$ cat config.mk
export PLATFORM = sky130hd
export DESIGN_NAME = vec_wb_arbiter
export DESIGN_NICKNAME = d
export VERILOG_FILES = /design/src/rtl/vec_wb_arbiter.sv
export SDC_FILE = /design/constraint.sdc
export NUM_CORES = 1
export LEC_CHECK = 0
export CAP_MARGIN = 10
export CORE_AREA = 5 5 602 604
export CTS_BUF_LIST = sky130_fd_sc_hd__clkbuf_2 sky130_fd_sc_hd__clkbuf_4 sky130_fd_sc_hd__clkbuf_8
export CTS_CLUSTER_DIAMETER = 60
export DETAILED_ROUTE_END_ITERATION = 16
export DIE_AREA = 0 0 607 609
export REMOVE_ABC_BUFFERS = 1
export SLEW_MARGIN = 10
export SYNTH_ARGS = -nofsm -noshare
export SYNTH_HDL_FRONTEND = slang
export SYNTH_SLANG_ARGS = --single-unit
$ cat constraint.sdc
create_clock -name i_clk -period 4.07 [get_ports i_clk]
set_clock_uncertainty 0.1 [all_clocks]
set_input_delay 1.0175 -clock i_clk [delete_from_list [all_inputs] [get_ports i_clk]]
set_output_delay 1.0175 -clock i_clk [all_outputs]
set_load 0.01 [all_outputs]
$ cat src/rtl/vec_wb_arbiter.sv
// Write-back arbiter for the vector register RAM write port: round-robin between the execute
// unit (0) and the load unit (1), a registered write stage and a per-register busy scoreboard.
module vec_wb_arbiter #(
    parameter int unsigned VEC_SIZE        = 32,
    parameter int unsigned VEC_INDEX_WIDTH = 4
) (
    input  logic                                i_clk,
    input  logic                                i_rst,

    input  logic                                i_req0_valid,
    output logic                                o_req0_ready,
    input  logic [VEC_INDEX_WIDTH-1:0]          i_req0_addr,
    input  logic [15:0][VEC_SIZE-1:0]           i_req0_data,

    input  logic                                i_req1_valid,
    output logic                                o_req1_ready,
    input  logic [VEC_INDEX_WIDTH-1:0]          i_req1_addr,
    input  logic [15:0][VEC_SIZE-1:0]           i_req1_data,

    input  logic                                i_claim_valid,
    input  logic [VEC_INDEX_WIDTH-1:0]          i_claim_addr,
    output logic [(1<<VEC_INDEX_WIDTH)-1:0]     o_busy,

    output logic                                o_write_enable,
    output logic [VEC_INDEX_WIDTH-1:0]          o_write_addr,
    output logic [15:0][VEC_SIZE-1:0]           o_write_data
);

    localparam int unsigned NREG = 1 << VEC_INDEX_WIDTH;

    logic                           lg_q, lg_d;
    logic                           grant0, grant1;
    logic                           we_q, we_d;
    logic [VEC_INDEX_WIDTH-1:0]     wa_q, wa_d;
    logic [15:0][VEC_SIZE-1:0]      wd_q, wd_d;
    logic [NREG-1:0]                busy_q, busy_d;

    // With both valid the requester that did not win last time goes first; lg resets to 1.
    always_comb begin
        grant0 = 1'b0;
        grant1 = 1'b0;
        if (!i_rst) begin
            if (i_req0_valid && i_req1_valid) begin
                grant0 = lg_q;
                grant1 = !lg_q;
            end else begin
                grant0 = i_req0_valid;
                grant1 = i_req1_valid;
            end
        end
    end

    assign o_req0_ready = grant0;
    assign o_req1_ready = grant1;

    always_comb begin
        lg_d = lg_q;
        we_d = grant0 || grant1;
        wa_d = wa_q;
        wd_d = wd_q;
        if (grant0) begin
            lg_d = 1'b0;
            wa_d = i_req0_addr;
            wd_d = i_req0_data;
        end else if (grant1) begin
            lg_d = 1'b1;
            wa_d = i_req1_addr;
            wd_d = i_req1_data;
        end
    end

    // A claim in the same cycle as the write-back of that register keeps it busy.
    always_comb begin
        busy_d = busy_q;
        for (int r = 0; r < NREG; r++) begin
            if (i_claim_valid && i_claim_addr == VEC_INDEX_WIDTH'(r)) begin
                busy_d[r] = 1'b1;
            end else if (we_q && wa_q == VEC_INDEX_WIDTH'(r)) begin
                busy_d[r] = 1'b0;
            end
        end
    end

    always_ff @(posedge i_clk) begin
        if (i_rst) begin
            lg_q   <= 1'b1;
            we_q   <= 1'b0;
            wa_q   <= '0;
            wd_q   <= '0;
            busy_q <= '0;
        end else begin
            lg_q   <= lg_d;
            we_q   <= we_d;
            wa_q   <= wa_d;
            wd_q   <= wd_d;
            busy_q <= busy_d;
        end
    end

    assign o_write_enable = we_q;
    assign o_write_addr   = wa_q;
    assign o_write_data   = wd_q;
    assign o_busy         = busy_q;

endmodule

After elaboration in Yosys (flattened, before gate mapping)
Cells that the tools add are included.
{"block": "word_totals", "regBits": 534, "in_bits": 1041, "wordCells": 161, "out_inout_bits": 535}
{"block": "classes", "n_eq_ne": 30, "muxes": 42, "n_reduce_logical": 54}
{"op": "$mux W512", "n": 2}
{"op": "$eq A4 B4 Y1 const B", "n": 16}
{"op": "$mux W1", "n": 38}
{"op": "$reduce_bool A2 Y1", "n": 17}
{"op": "$logic_and A1 B1 Y1", "n": 33}
{"op": "$eq A4 B3 Y1 const B", "n": 8}
{"op": "$eq A4 B2 Y1 const B", "n": 4}
{"op": "$eq A4 B1 Y1 const B", "n": 2}
{"op": "$logic_not A4 Y1", "n": 2}
{"op": "$mux W4", "n": 2}
{"op": "$logic_not A1 Y1", "n": 1}
{"op": "$logic_or A1 B1 Y1", "n": 1}

Logic depth before layout (Yosys ltp)
{"block": "logic_depth", "depth_word": 5, "ltp_mapped": 8, "mapped_depth_nobuf": 3}

Worst setup path after synthesis
Ideal clock, no wire load.
{"block": "synth_path", "kind": "input to output", "start": "in i_req0_valid", "end": "out o_req1_ready", "path_buffers": 3, "required_ns": 2.953, "slack_ns": 1.098, "t_arrival_ns": 1.855, "stages": 4, "cell_sequence": "buf_2 > buf_2 > clkbuf_1 > a211oi_1"}
{"block": "synth_between", "elab_chain_cells": 3}
{"item": "from (decl)", "line_no": "10", "rtl": "input logic i_req0_valid,"}
{"item": "$logic_and A1 B1 Y1", "line_no": "43", "rtl": "if (i_req0_valid && i_req1_valid) begin"}
{"item": "$mux W1", "line_no": "43"}
{"item": "$mux W1", "line_no": "42", "rtl": "if (!i_rst) begin"}
{"item": "to (decl)", "line_no": "16", "rtl": "output logic o_req1_ready,"}
Every way passes these cells.

Final worst setup path
{"block": "layout_path", "start": "in i_req1_valid", "end": "out o_req0_ready"}
{"block": "layout_between", "elab_chain_cells": 3}
{"item": "from (decl)", "line_no": "15", "rtl": "input logic i_req1_valid,"}
{"item": "$logic_and A1 B1 Y1", "line_no": "43"}
{"item": "$mux W1", "line_no": "43"}
{"item": "$mux W1", "line_no": "42"}
{"item": "to (decl)", "line_no": "11", "rtl": "output logic o_req0_ready,"}
Every way passes these cells.

==> results.md <==
- The worst endpoint required time is around 3.0 ns.
- Entering global routing, the biggest net connects 156 pins.
- The final weighted congestion of routability-driven global placement is around 0.95.
- Summing the areas of all compound-gate instances in the mapped netlist gives between 40 and 50% of the synthesized area.
- In this run, the number of DRC markers left after iteration 0 of detailed routing was about 3000.
- In this run the worst hold path is classified as register to register.
- The leakage power summed over all cells is around 18 nW.
- Clock-pin slew was measured on the worst setup and hold paths at 0.06 ns.
- The tool flagged a number of max-cap violations equal to 0.
- After routing the design area is 0.04899 mm2.
- By area the synthesized netlist is led by sky130_fd_sc_hd__dfxtp_1 (44%), sky130_fd_sc_hd__a221o_1 (21%), sky130_fd_sc_hd__a2111oi_0 (19%).
- The kind of cell adding the most delay to the critical path is buffers and inverters.
- The final count of hold timing violations is 0.
- The number of setup buffers added after CTS is 0.
- Data on the critical path arrives at its endpoint at between 2 and 3 ns.
- Setup repair after global routing left no endpoint under its margin.
- After synthesis, the largest family of logic cells by area is compound AO/OA/AOI/OAI gates.
- After global routing the overflow that remains totals 0.
- The first global-routing pass estimated ~390 mm of wire.
- The wire length after detailed routing is 328.6 mm.
- The synthesized netlist contains 25 unique library cells.
- Of all nets on the critical path, the largest fanout is 3.
- The core region is ~0.36 mm2.
- The net count of the finished layout is about 5000.
- The count of nets left with antenna violations after detail routing is 0.
- The average wire per standard cell is 36.75 um.
- The H-tree generated during clock tree synthesis spans 3 levels.
- The clock net sink count is about 530.
- In this run the biggest area consumer among cell types represents about 44% of the synthesized area.
- The simple-gate portion of the synthesized area is less than 1%.
- The total die area is around 0.37 mm2.
- Clock tree synthesis inserted a total of about 120 buffers.
- The final max-slew violation count is 0.
- Setup violations remaining at the end of the flow were counted as 0.
- The number of antenna violations at the first check in global routing is 334.
- The kind of critical path is primary input to primary output.
- The detailed router placed 31050 vias in this run.
- In this run the count of I/O pins placed on the die edge is 1576.
- Traced cell by cell, the critical path runs through clkdlybuf4s50_1 > buf_12 > nand2b_4 > and3_4 > clkdlybuf4s50_1.
- In this design, the stage delay of the slowest critical-path cell is approximately 0.55 ns.
- Post-CTS repair changed the size of 0 cells.
- The peak clock frequency supported by timing is approximately 280 MHz.
- The first-pass detailed-route iteration total is 8.
- The number of warnings reported in the yosys synthesis log is 0.
- The deepest clock path buffer count is 4.
- Port buffering added approximately 1600 buffers.
- The overall die height is a little over 600 um.
- The die width is between 600 and 700 um.
- The biggest area contributor in the post-synthesis netlist is sky130_fd_sc_hd__dfxtp_1.
- Sequential elements use around 44% of the synthesized area.
- Counting both buffers and inverters, the worst setup path holds a total of 3.
- The instance count of the mapped netlist is 2489.
- For flop-to-flop paths, the worst setup slack is roughly 1.4 ns.
- The post-synthesis share of cell area spent on xor and xnor gates is 0%.
- The number of global-route vias before repair is approximately 29000.
- The worst setup path is captured at a primary output.
- In the routed design, unresolved DRC markers number 0.
- The worst path uses between 80% and 90% of the clock period.
- After clock tree synthesis, the flow added hold-fix buffers numbering 0.
- The share of synthesized area spent on multiplexers is 0%.
- The clock tree from TritonCTS is done.
- Cells with a size suffix above 1 make up under 10% of the layout.
- From synthesis to final layout, the design area changed by 101.8%.
- The average footprint of a synthesized cell is between 9 and 10 um2.
- The headroom to the max-slew limit is between 20% and 30%.
- The flow ran to the end, and the final reports show no timing, DRC or antenna violations.
- In this run the cell area measured after placement is 0.04609 mm2.
- STA classifies the critical path startpoint as a primary input.
- The synthesized netlist occupies a cell area of about 0.024 mm2.
- The slowest library cell on the worst path is sky130_fd_sc_hd__clkdlybuf4s50_1.
- The worst vdd rail ir drop is about 0.24 mV.
- The worst-skew pair later-pin latency is roughly 0.97 ns.
- Across every metal layer, demand over resource in global routing totals between 10% and 20%.
- The initial standard-cell utilization of the core is under 10%.
- The synthesized netlist devotes 0% of its cell area to adder and majority cells.
- Counting I/O delays and the setup requirement, the final critical path takes roughly 3.6 ns.
- In this design, the critical path's most frequently occurring cell is sky130_fd_sc_hd__clkdlybuf4s50_1.
- In this run, synthesis produced a sequential element count of 534.
- The half-perimeter wire length after placement is approximately 290 mm.
- The slew at the pin closest to its max-slew limit is approximately 1.0 ns.
- Dividing the detail-routed via count by the number of cells gives ~3.5.
- For this design the ratio of total power to cell area is around 360 mW/mm2.
- The clock tree root driver cell is sky130_fd_sc_hd__clkbuf_8.
- Cells fill between 10% and 20% of the core in the end.
- The total number of placement rows is 220.
[registers in the layout, summed over array words and instances, names as in the netlist]
register,flops
o_write_data,512
o_busy,16
o_write_addr,4
lg_q,1
o_write_enable,1
[worst reg2reg max path, cell delays in order, from the launching register on]
cell	delay, ns
sky130_fd_sc_hd__dfxtp_4	0.49
sky130_fd_sc_hd__buf_12	0.37
sky130_fd_sc_hd__buf_4	0.96
sky130_fd_sc_hd__a2111oi_0	0.21
sky130_fd_sc_hd__buf_4	0.18
sky130_fd_sc_hd__a221o_1	0.25
[placed cells by master, fill, tap and decap left out, types with 32 or more instances in the layout]
master / instances
sky130_fd_sc_hd__a2111oi_0: 516
sky130_fd_sc_hd__a221o_1: 516
sky130_fd_sc_hd__buf_12: 36
sky130_fd_sc_hd__buf_4: 135
sky130_fd_sc_hd__clkbuf_4: 32
sky130_fd_sc_hd__clkbuf_8: 148
sky130_fd_sc_hd__clkdlybuf4s50_1: 1563
sky130_fd_sc_hd__dfxtp_1: 533
sky130_fd_sc_hd__diode_2: 77
sky130_fd_sc_hd__inv_1: 517
[through the flow]
step | hold WS [ns] | worst slack [ns] | std cells | TNS [ns] | power, mW
CTS | 0.3390 | 0.2538 | 8865 | 0 | 18.02
global placement | 0.3688 | 0.4262 | 8650 | 0 | 10.58
global route | 0.3948 | 0.3422 | 8905 | 0 | 18.32
detailed placement | 0.3684 | 0.4393 | 8650 | 0 | 10.58
floorplan | 0.4153 | -14.61 | 2141 | -7560.38 | 7.120
finish | 0.3847 | 0.4492 | 8942 | 0 | 17.57
[per-layer routing]
| layer | up-vias | global-route usage [%] | routed length (um) |
|---|---|---|---|
| li1 | 13130 | - | - |
| met2 | 2123 | 27.68 | 152400 |
| met3 | 713 | 9.473 | 44290 |
| met1 | 14930 | 18.57 | 120100 |
| met4 | 146 | 4.702 | 10910 |
| met5 | - | 0 | 944 |
[worst paths after layout]
kind,from,to,cells after the start
setup / recovery,i_req1_valid,o_req0_ready,5
hold / removal,o_write_data[295]$_SDFFE_PP0P_,o_write_data[295]$_SDFFE_PP0P_,1
setup reg to reg,lg_q$_SDFFE_PP1P_,o_write_data[33]$_SDFFE_PP0P_,5
hold reg to reg,o_write_data[295]$_SDFFE_PP0P_,o_write_data[295]$_SDFFE_PP0P_,1
[synth_stat cells]
cell type	instances
sky130_fd_sc_hd__dfxtp_1	534
sky130_fd_sc_hd__inv_1	517
sky130_fd_sc_hd__a2111oi_0	516
sky130_fd_sc_hd__a221o_1	516
sky130_fd_sc_hd__clkbuf_1	244
sky130_fd_sc_hd__buf_2	69
sky130_fd_sc_hd__buf_6	23
sky130_fd_sc_hd__o21ai_0	16
sky130_fd_sc_hd__o211ai_1	12
sky130_fd_sc_hd__buf_4	10
sky130_fd_sc_hd__nand3_1	4
sky130_fd_sc_hd__nand3b_1	4
sky130_fd_sc_hd__o311ai_0	4
sky130_fd_sc_hd__nand2_1	3
sky130_fd_sc_hd__nand2b_1	3
sky130_fd_sc_hd__nor2_1	3
sky130_fd_sc_hd__buf_1	2
sky130_fd_sc_hd__or3b_2	2
sky130_fd_sc_hd__a211oi_1	1
sky130_fd_sc_hd__and2_1	1
sky130_fd_sc_hd__and3_1	1
sky130_fd_sc_hd__inv_2	1
sky130_fd_sc_hd__nand2b_4	1
sky130_fd_sc_hd__or2_2	1
sky130_fd_sc_hd__or3_1	1
[area by class of cell]
cell class / instances / area (um2)
diodes: 77 / 192.7
clock buffers: 180 / 2277
clock inverters: 35 / 432.9
fillers: 40560 / 308000
inverters: 518 / 1952
multi-input cells: 1089 / 10060
flip-flops and latches: 534 / 10690
well taps: 4773 / 5972
repair buffers: 1736 / 17410
[report_power, final]
part,switching (mW),internal (mW)
clock,3.11,4.09
combinational,2.31,2.09
sequential,0.311,5.67
total,5.73,11.8
[kinds of logic (layout without fill, tap and decap cells)]
group	after synthesis	count (layout)
other cells	0	77
buf+inv	866	2469
compound gates	1065	1065
flops	534	534
simple gates	24	24
No activity file was read; power rests on OpenSTA's default activity.
